File: src/rtl/pipe_hazard_ctrl.sv
// Pipeline hazard controller: multicycle-op sequencing, load-use stall,
// taken-branch flush and operand forwarding selection for a 5-stage pipe.
module pipe_hazard_ctrl #(
  parameter int unsigned MC_LAT = 8
) (
  input  logic       clock,
  input  logic       reset,
  input  logic [4:0] rs_a_id,
  input  logic [4:0] rs_b_id,
  input  logic [4:0] rs_a_ex,
  input  logic [4:0] rs_b_ex,
  input  logic [4:0] rw_ex,
  input  logic       wr_en_ex,
  input  logic       wd_sel_ex,
  input  logic [4:0] rw_mem,
  input  logic       wr_en_mem,
  input  logic [4:0] rw_wb,
  input  logic       wr_en_wb,
  input  logic       mc_start_ex,
  input  logic       branch_taken_ex,
  output logic       stall_if,
  output logic       stall_id,
  output logic       hold_ex,
  output logic       bubble_ex,
  output logic       bubble_mem,
  output logic       flush_id,
  output logic [1:0] fwd_a_sel,
  output logic [1:0] fwd_b_sel,
  output logic       mc_busy,
  output logic       mc_done
);

  typedef enum logic [1:0] {IDLE, MC_RUN, MC_DONE} state_t;

  // Start cycle and MC_DONE cycle are counted outside MC_RUN, hence -3.
  localparam logic [7:0] CNT_LOAD = (MC_LAT > 2) ? 8'(MC_LAT - 3) : 8'd0;

  state_t     state, state_nx;
  logic [7:0] cnt, cnt_nx;
  logic       mc_go;
  logic       load_use;

  function automatic logic [1:0] fwd_sel(input logic [4:0] rs,
                                         input logic [4:0] rwm, input logic enm,
                                         input logic [4:0] rww, input logic enw);
    if (enm && rwm != 5'd0 && rwm == rs)      return 2'b01;
    else if (enw && rww != 5'd0 && rww == rs) return 2'b10;
    else                                      return 2'b00;
  endfunction

  // State and counter register
  always_ff @(posedge clock or posedge reset) begin
    if (reset) begin
      state <= IDLE;
      cnt   <= '0;
    end else begin
      state <= state_nx;
      cnt   <= cnt_nx;
    end
  end

  // Next-state and counter update; a taken branch blocks a multicycle start
  always_comb begin
    state_nx = state;
    cnt_nx   = cnt;
    mc_go    = 1'b0;
    unique case (state)
      IDLE: begin
        if (mc_start_ex && !branch_taken_ex) begin
          mc_go = 1'b1;
          if (MC_LAT <= 2) begin
            state_nx = MC_DONE;
          end else begin
            state_nx = MC_RUN;
            cnt_nx   = CNT_LOAD;
          end
        end
      end
      MC_RUN: begin
        if (cnt == 8'd0) state_nx = MC_DONE;
        else             cnt_nx   = cnt - 8'd1;
      end
      MC_DONE: state_nx = IDLE;
      default: state_nx = IDLE;
    endcase
  end

  // Hazard outputs; busy dominates branch, branch dominates load-use, reset forces all low
  always_comb begin
    stall_if   = 1'b0;
    stall_id   = 1'b0;
    hold_ex    = 1'b0;
    bubble_ex  = 1'b0;
    bubble_mem = 1'b0;
    flush_id   = 1'b0;
    fwd_a_sel  = 2'b00;
    fwd_b_sel  = 2'b00;
    mc_busy    = 1'b0;
    mc_done    = 1'b0;
    load_use   = wr_en_ex && wd_sel_ex && rw_ex != 5'd0 &&
                 (rw_ex == rs_a_id || rw_ex == rs_b_id);
    if (!reset) begin
      mc_busy   = mc_go || state == MC_RUN;
      mc_done   = state == MC_DONE;
      fwd_a_sel = fwd_sel(rs_a_ex, rw_mem, wr_en_mem, rw_wb, wr_en_wb);
      fwd_b_sel = fwd_sel(rs_b_ex, rw_mem, wr_en_mem, rw_wb, wr_en_wb);
      if (mc_busy) begin
        stall_if   = 1'b1;
        stall_id   = 1'b1;
        hold_ex    = 1'b1;
        bubble_mem = 1'b1;
      end else if (branch_taken_ex) begin
        flush_id  = 1'b1;
        bubble_ex = 1'b1;
      end else if (load_use) begin
        stall_if  = 1'b1;
        stall_id  = 1'b1;
        bubble_ex = 1'b1;
      end
    end
  end

endmodule

File: config.mk
export PLATFORM = sky130hd
export DESIGN_NAME = pipe_hazard_ctrl
export DESIGN_NICKNAME = d
export VERILOG_FILES = /design/src/rtl/pipe_hazard_ctrl.sv
export SDC_FILE = /design/constraint.sdc
export NUM_CORES = 1
export LEC_CHECK = 0
export CAP_MARGIN = 20
export CORE_UTILIZATION = 40
export CTS_BUF_LIST = sky130_fd_sc_hd__clkbuf_2
export CTS_CLUSTER_SIZE = 12
export DETAILED_ROUTE_END_ITERATION = 7
export MAX_ROUTING_LAYER = met4
export PLACE_DENSITY = 0.82
export SYNTH_ARGS = -nofsm -noshare
export SYNTH_HDL_FRONTEND = slang
export SYNTH_SLANG_ARGS = --single-unit
export TNS_END_PERCENT = 30
File: constraint.sdc
create_clock -name clock -period 2.44 [get_ports clock]
set_clock_uncertainty 0.05 [all_clocks]
set_input_delay 0.488 -clock clock [delete_from_list [all_inputs] [get_ports clock]]
set_output_delay 0.488 -clock clock [all_outputs]
set_load 0.02 [all_outputs]
# Word-level counts from Yosys, hierarchy flattened
# Index checks and enable logic that the tools add are counted.
# word_totals
word_cells	63
out_inout_bits	12
ff_bits	10
input_bits	43
# op_classes
n_eq_ne	11
addsub	1
muxes	28
reduce_logical	21
# ops
cell	n
== test 5 bit	6
two-way mux 1 bit	16
two-way mux 2 bit	8
two-way mux 8 bit	2
case mux 8 bit (2 select lines)	1
nonzero test 5 bit	3
logical AND 1 bit	10
logical NOT 8 bit	1
subtractor 8 x 1 -> 8 bit (second input constant)	1
!= test 2 bit (second input constant)	3
case mux 2 bit (2 select lines)	1
AND reduction 3 bit	1
== test 2 x 1 -> 1 bit (second input constant)	1
== test 2 bit (second input constant)	1
logical NOT 2 bit	1
logical OR 1 bit	2
AND reduction 2 bit	1
nonzero test 2 bit	1
logical NOT 1 bit	1

# Logic depth before layout (Yosys ltp)
# Gate-level depths: netlist of the first run.
# depth
depth_word	7
ltp_mapped	6
mapped_depth_nobuf	6

# Worst setup path before layout of the first run
# No wires, ideal clock.
# synth_timing
path_kind	input to output
from	in reset
to	out fwd_a_sel[1]
path_buffers	1
t_arrival_ns	2.222
required_time_ns	1.902
slack_ns	-0.320
path_stages	5
path_cell_list	clkbuf_1 inv_1 o211ai_1 or4_1 nor4_1
# synth_between
elab_chain_len	1
# synth_lines
item	line	source
from (decl)	7	input logic reset,
two-way mux 2 bit	102	if (!reset) begin
to (decl)	27	output logic [1:0] fwd_a_sel,
# Every way passes these cells.

# Final worst setup path of the first run
# layout_timing
from	in rw_mem[2]
to	out fwd_a_sel[1]
# layout_between
elab_chain_len	5
elab_cells_between_ends	6
cone_classes	1 x eq/ne; 2 x mux; 3 x reduce/logical
# layout_lines
item	line	source
from (decl)	15	input logic [4:0] rw_mem,
nonzero test 5 bit	46	if (enm && rwm != 5'd0 && rwm == rs) return 2'b01;
logical AND 1 bit	46	
logical AND 1 bit *	46	
two-way mux 2 bit *	46	
two-way mux 2 bit *	102	
# Mark *: on every way between the ends. The rest lies on a longest branch, timed or not.

==> results of run 1 <==
## placed cells by master (no fill, tap or decap), drive strengths merged, types with 3 or more instances in the layout
cell           synthesis  layout
a21oi                  6       6
buf                    3      37
clkbuf                 1       8
clkdlybuf4s15          0       3
clkdlybuf4s50          0      24
dfrtp                 10      10
dlygate4sd2            0      11
inv                    3       3
nand2                  6       6
nand3                  3       3
nor2                   9       9
nor3                  10      10
nor4                   6       6
o21ai                  5       5
or4                    6       6
xnor2                 13      13
xor2                  20      20
## cells by family (layout without fill, tap and decap cells)
kind of cell,Yosys count,count (layout),share of synthesized area
flops,10,10,0.243
xor+xnor,33,33,0.281
fa+ha+maj,2,2,0.0243
buf+inv,7,88,0.0365
simple gates,56,56,0.325
compound gates,16,16,0.0900
## worst reg2reg max path, stage by stage (launching register included)
cell	delay (ns)
dfrtp_1	0.45
inv_1	0.10
ha_1	0.19
or3b_2	0.49
o21ai_1	0.37
o21ai_0	0.16
a21oi_1	0.16
## final cells by class
class / instances / area, um^2 / area share
clock buffer: 3 / 15.0 / 0.00811
clock inverter: 1 / 3.75 / 0.00203
inverter: 3 / 11.3 / 0.00608
multi-input combinational: 107 / 846 / 0.457
sequential: 10 / 250 / 0.135
tap: 30 / 37.5 / 0.0203
timing repair buffer: 81 / 688 / 0.372
## power by group through the flow
stage          clock network (mW)  registers, mW  logic, mW
4_1_cts                    0.0981          0.354      0.635
2_1_floorplan                   0          0.325      0.414
3_3_place_gp                    0          0.344      0.619
5_1_grt                     0.106          0.369      0.702
6_report                   0.0981          0.361      0.642
3_5_place_dp                    0          0.355      0.645
## flip-flops by register name, summed over array words and instances, names as in the netlist
register	cells
cnt	8
state	2
## synth_stat cells, drive strengths merged (2+ instances only)
master,instances
buf,3
inv,3
a21oi,6
ha,2
or4b,2
nor4b,2
or3,2
nor3b,2
nand4,2
or4,6
nor4,6
xnor2,13
nand3b,2
o21ai,5
xor2,20
nand2,6
nor2,9
nand3,3
dfrtp,10
nor3,10
## metal layers
| metal | track usage | vias to the layer above |
|---|---|---|
| li1 | - | 610 |
| met1 | 0.278 | 611 |
| met2 | 0.549 | 59 |
| met3 | 0.0580 | 6 |
| met4 | 0.0482 | 0 |
| met5 | - | - |
## worst min path at each step
| stage | startpoint | endpoint | slack (ns) | cells past startpoint |
|---|---|---|---|---|
| finish | reset | cnt[2] | 0.30 | 3 |
| global placement | cnt[0] | cnt[0] | 0.48 | 1 |
| global route | reset | cnt[2] | 0.33 | 3 |
| floorplan | reset | cnt[0] | 0.43 | 2 |
| CTS | reset | cnt[2] | 0.30 | 3 |
| detailed placement | cnt[0] | cnt[0] | 0.50 | 1 |
## through the flow
step | setup TNS [ns] | worst slack (ns) | area, um^2 | hold slack (ns) | std cells
after floorplan | 0 | 0.102 | 1060 | 0.428 | 124
after global placement | -4.46 | -0.785 | 1790 | 0.480 | 228
after detailed placement | -4.94 | -0.819 | 1790 | 0.505 | 228
after CTS | -0.408 | -0.151 | 1850 | 0.301 | 234
after global routing | -0.131 | -0.0427 | 1850 | 0.333 | 235
final | -0.00538 | -0.00538 | 1850 | 0.301 | 235
## timing repair
item,CTS,global route
setup endpoints to repair,12,9
pin swaps,9,5
cloned,0,0
setup buffers,2,1
resized for setup,76,21
==> flow_metrics.env, run 1 <==
export IMPL_rsz0062_at_grt="true"
export IMPL_postRouteAntennaNets=0
export IMPL_cp_buffers_inverters=3
export IMPL_critPathRequiredTime_ns=1.90
export IMPL_areaGrowthSynthToFinish_pct=80.0
export IMPL_grt_max_degree=12
export IMPL_endpoint_kind="primary output"
export IMPL_critPathArrivalTime_ns=1.91
export IMPL_cts_path_max_buffers=2
export IMPL_synth_edf_count=0
export IMPL_p_comb_frac=0.583
export IMPL_power_density_nw_per_um2=594
export IMPL_clk_latency_ns=0.27
export IMPL_p_sw_frac=0.467
export IMPL_crit_path_end="fwd_a_sel[1]"
export IMPL_drtIter0Drc=26
export IMPL_hp_class="input pin to async pin"
export IMPL_total_power_mw=1.10
export IMPL_startpoint="rw_mem[2]"
export IMPL_cts_tree="yes"
export IMPL_wl_met2_um=2000
export IMPL_path_clk_slew_ns=0.11
export IMPL_drc=0
export IMPL_route_layer_met1_wl_um=1280
export IMPL_hold_viol=0
export IMPL_syn_nets=169
export IMPL_synth_distinct_cells=34
export IMPL_synth_area_um2=1030
export IMPL_slowest_delay_ns=0.54
export IMPL_wirelength_um=3540
export IMPL_r2r_start="cnt[0]"
export IMPL_synthCells=124
export IMPL_path_depth=7
export IMPL_critPathMaxFanout=3
export IMPL_grt_usage=0.278
export IMPL_setup_violations=1
export IMPL_ys_async_sr_fraction=1.00
export IMPL_clkPwrFrac=0.089
export IMPL_yosys_most_used_dff="dfrtp_1"
export IMPL_num_fill_cells=183
export IMPL_crit_type="input pin to primary output"
export IMPL_critPathLaunchType="input pin"
export IMPL_cts_sinks=10
export IMPL_p_int_mw=0.587
export IMPL_slew_headroom=0.709
export IMPL_viasPerCell=5.47
export IMPL_rrSetupSlack_ns=0.40
export IMPL_antennaDiodeCount=0
export IMPL_fin_ws_ns=-0.00538
export IMPL_ys_seq_area_frac=0.243
export IMPL_grt_pass1_wl_um=5550
export IMPL_cpMaxStageDelayCell="or4_4"
export IMPL_drive_above_1_share=0.307
export IMPL_core_um2=2450
export IMPL_overflow=0
export IMPL_max_freq_mhz=409
export IMPL_total_leakage_power_nw=0.802
export IMPL_timing_rr_end="cnt[4]"
export IMPL_io_buffers=54
export IMPL_h_tree_depth=1
export IMPL_gp_congestion=0.843
export IMPL_cts_buffers_inserted=3
export IMPL_rows=18
export IMPL_start_util=0.419
export IMPL_die_area_um2=2780
export IMPL_fin_crit_sh=1.00
export IMPL_status="finished with violations"
export IMPL_yosys_area_top_type="dfrtp_1"
export IMPL_hold_buffers=0
export IMPL_rr_worst_depth=6
export IMPL_final_util=0.754
export IMPL_antenna_found_initial=0
export IMPL_maxCapViolCount=0
export IMPL_tightestPinTransition_ns=0.436
export IMPL_failed_checks="negative setup slack"
export IMPL_io_pins=55
export IMPL_highest_layer="met4"
export IMPL_ir_drop_mv=0.614
export IMPL_switching_power_mw=0.514
export IMPL_wl_per_cell_um=15.1
export IMPL_grt_pass1_vias=1284
export IMPL_dp_hpwl_um=2820
export IMPL_die_width_um=52.7
export IMPL_slew_violations=0
export IMPL_cp_cell_sequence="buf_6 > or4_4 > o21ai_4 > buf_6 > nor3_4 > nor4_4 > buf_4"
export IMPL_fin_nets=251
export IMPL_synth_top_cell_area_share=0.243
export IMPL_avgSynthCellArea_um2=8.29
export IMPL_crit_family="simple AND/OR/NAND/NOR gates"
export IMPL_cts_root_buf="clkbuf_2"
export IMPL_die_h_um=52.7
export IMPL_vias=1286
export IMPL_first_pass_iters=5
export IMPL_layout_min_cycle_time_ns=2.45
export IMPL_ys_warn_count=0
export IMPL_ys_seq_elements=10
export IMPL_worst_path_most_repeated_cell="buf_6"
export IMPL_ys_top_cells_by_area="dfrtp_1 (24%), xor2_1 (17%), xnor2_1 (11%), nor3_1 (4.9%), nor4_1 (3.6%)"
export IMPL_wl_met3_um=218
export IMPL_seq_power_share=0.328
No activity file was read; power rests on OpenSTA's default activity.
==> run 2: changes to the inputs <==
Settings changed: GPL_TIMING_DRIVEN set to 0, HOLD_SLACK_MARGIN set to 0.1, REMOVE_ABC_BUFFERS set to 1.
==> run 2 against run 1 <==
Compared with the run above: the run now ends clean; fmax up 0.63%; cell count decreased by 9.8%; utilization is 8.0 points lower; power shrank 4.9%; design area shrank 11%; non-clock buffer count shrank 22; critical path type unchanged; largest cell class unchanged.
==> flow_metrics.env, run 2 (synthesized netlist as in run 1, its figures left out) <==
export IMPL_critPathMaxFanout=8
export IMPL_die_width_um=52.7
export IMPL_tightestPinTransition_ns=0.408
export IMPL_rows=18
export IMPL_max_freq_mhz=412
export IMPL_total_leakage_power_nw=0.677
export IMPL_rr_worst_depth=6
export IMPL_hold_ws_ns=0.394
export IMPL_grt_pass1_wl_um=4570
export IMPL_grt_pass1_vias=1097
export IMPL_cts_tree="yes"
export IMPL_timing_setup_tns_ns=0
export IMPL_wl_per_cell_um=14.4
export IMPL_postRouteAntennaNets=0
export IMPL_critPathArrivalTime_ns=1.89
export IMPL_status="completed"
export IMPL_overflow=0
export IMPL_antennaDiodeCount=0
export IMPL_power_density_nw_per_um2=632
export IMPL_core_um2=2450
export IMPL_grt_max_degree=12
export IMPL_die_h_um=52.7
export IMPL_fin_area_um2=1660
export IMPL_hp_class="input pin to async pin"
export IMPL_cp_cell_sequence="clkdlybuf4s15_2 > clkinvlp_4 > o211ai_1 > or4_1 > nor4_2 > buf_4"
export IMPL_clk_latency_ns=0.26
export IMPL_dpl_worst_slack_ns=-1.16
export IMPL_maxCapViolCount=0
export IMPL_crit_family="simple AND/OR/NAND/NOR gates"
export IMPL_viasPerCell=5.44
export IMPL_crit_type="input pin to primary output"
export IMPL_regMostFlops="cnt"
export IMPL_final_common_cell="clkdlybuf4s50_1"
export IMPL_placed_area_um2=1580
export IMPL_drive_above_1_share=0.209
export IMPL_cpMaxStageDelayCell="or4_1"
export IMPL_grt_usage=0.234
export IMPL_top_regs="cnt (8), state (2)"
export IMPL_first_pass_iters=4
export IMPL_drc=0
export IMPL_fin_nets=229
export IMPL_drtIter0Drc=9
export IMPL_io_buffers=54
export IMPL_rrSetupSlack_ns=0.48
export IMPL_wirelength_um=3060
export IMPL_hold_viol=0
export IMPL_slew_headroom=0.726
export IMPL_start_util=0.419
export IMPL_final_cell_mix="clkdlybuf4s50_1 (24), xor2_1 (20), xnor2_1 (13)"
export IMPL_r2r_start="cnt[0]"
export IMPL_die_area_um2=2780
export IMPL_largest_reg_flops=8
export IMPL_fin_ws_ns=0.00989
export IMPL_endpoint_kind="primary output"
export IMPL_critPathRequiredTime_ns=1.90
export IMPL_areaGrowthSynthToFinish_pct=61.1
export IMPL_slowest_delay_ns=0.43
export IMPL_layout_min_cycle_time_ns=2.43
export IMPL_crit_path_end="fwd_b_sel[1]"
export IMPL_cts_buffers_inserted=3
export IMPL_fin_crit_sh=0.996
export IMPL_ir_drop_mv=0.500
export IMPL_timing_rr_end="cnt[4]"
export IMPL_antenna_found_initial=0
export IMPL_slew_violations=0
export IMPL_path_depth=6
export IMPL_num_fill_cells=212
export IMPL_path_clk_slew_ns=0.11
export IMPL_cts_sinks=10
export IMPL_cts_path_max_buffers=2
export IMPL_h_tree_depth=1
export IMPL_cp_buffers_inverters=3
export IMPL_dp_hpwl_um=2490
export IMPL_startpoint="reset"
export IMPL_cts_root_buf="clkbuf_2"
export IMPL_gp_congestion=0.805
export IMPL_rsz0062_at_grt="true"
export IMPL_place_inst=204
export IMPL_final_instance_count_excl_fill=212
export IMPL_vias=1154
export IMPL_critPathLaunchType="input pin"
export IMPL_io_pins=55
export IMPL_setup_violations=0
## run 2: cell types whose count changed in the layout (fill, tap and decap cells not counted), sizes merged
cell,previous run,this run
buf,37,14
clkdlybuf4s15,3,12
dlygate4sd2,11,4
clkbuf,8,6
clkinv,1,0
clkinvlp,0,1
dlymetal6s2s,1,2
inv,3,2
## run 2: per-stage QoR
stage                     power [mW]   util
after floorplan                0.709      -
after global placement         0.923  0.644
after detailed placement       0.967  0.644
after CTS                       1.05  0.670
after global routing            1.14  0.675
final                           1.05  0.675
## run 2: area by class of cell
| type | count | area (um^2) | share of cell area |
|---|---|---|---|
| clock buffers | 3 | 15.0 | 0.00906 |
| inverters | 3 | 15.0 | 0.00906 |
| multi-input cells | 107 | 798 | 0.482 |
| flip-flops and latches | 10 | 250 | 0.151 |
| well taps | 30 | 37.5 | 0.0227 |
| repair buffers | 59 | 541 | 0.326 |
## run 2: where the power goes
| group | switching [mW] | internal (mW) | leakage, nW |
|---|---|---|---|
| Combinational | 0.310 | 0.288 | 0.543 |
| Sequential | 0.116 | 0.244 | 0.122 |
| Clock | 0.0550 | 0.0335 | 0.0125 |
| Total | 0.481 | 0.565 | 0.677 |
## run 2: worst register-to-register path: stages (launching register included)
cell     delay (ns)
dfrtp_1        0.43
inv_1          0.11
ha_1           0.20
or3b_2         0.47
o21ai_1        0.36
o21ai_0        0.17
a21oi_1        0.14
## run 2: worst min-delay path by stage
| stage | end | slack (ns) | depth (start not counted) |
|---|---|---|---|
| 5_1_grt | state[1] | 0.39 | 3 |
| 6_report | state[1] | 0.39 | 3 |
| 2_1_floorplan | cnt[0] | 0.29 | 1 |
| 4_1_cts | state[1] | 0.37 | 3 |
| 3_5_place_dp | cnt[0] | 0.50 | 1 |
| 3_3_place_gp | cnt[0] | 0.48 | 1 |
## run 2: what timing repair did
action | CTS | global route
resized for setup | 66 | 34
setup endpoints to repair | 12 | 11
pin swaps | 8 | 5
hold buffers | 0 | 0
setup buffers | 4 | 1
## run 2: metal layers
| layer | vias up | share of wire | GRT usage |
|---|---|---|---|
| met3 | 6 | 0.046 | 0.0406 |
| met2 | 46 | 0.56 | 0.481 |
| li1 | 568 | - | - |
| met4 | 0 | 0.018 | 0.0439 |
| met1 | 534 | 0.38 | 0.221 |
| met5 | - | 0 | - |
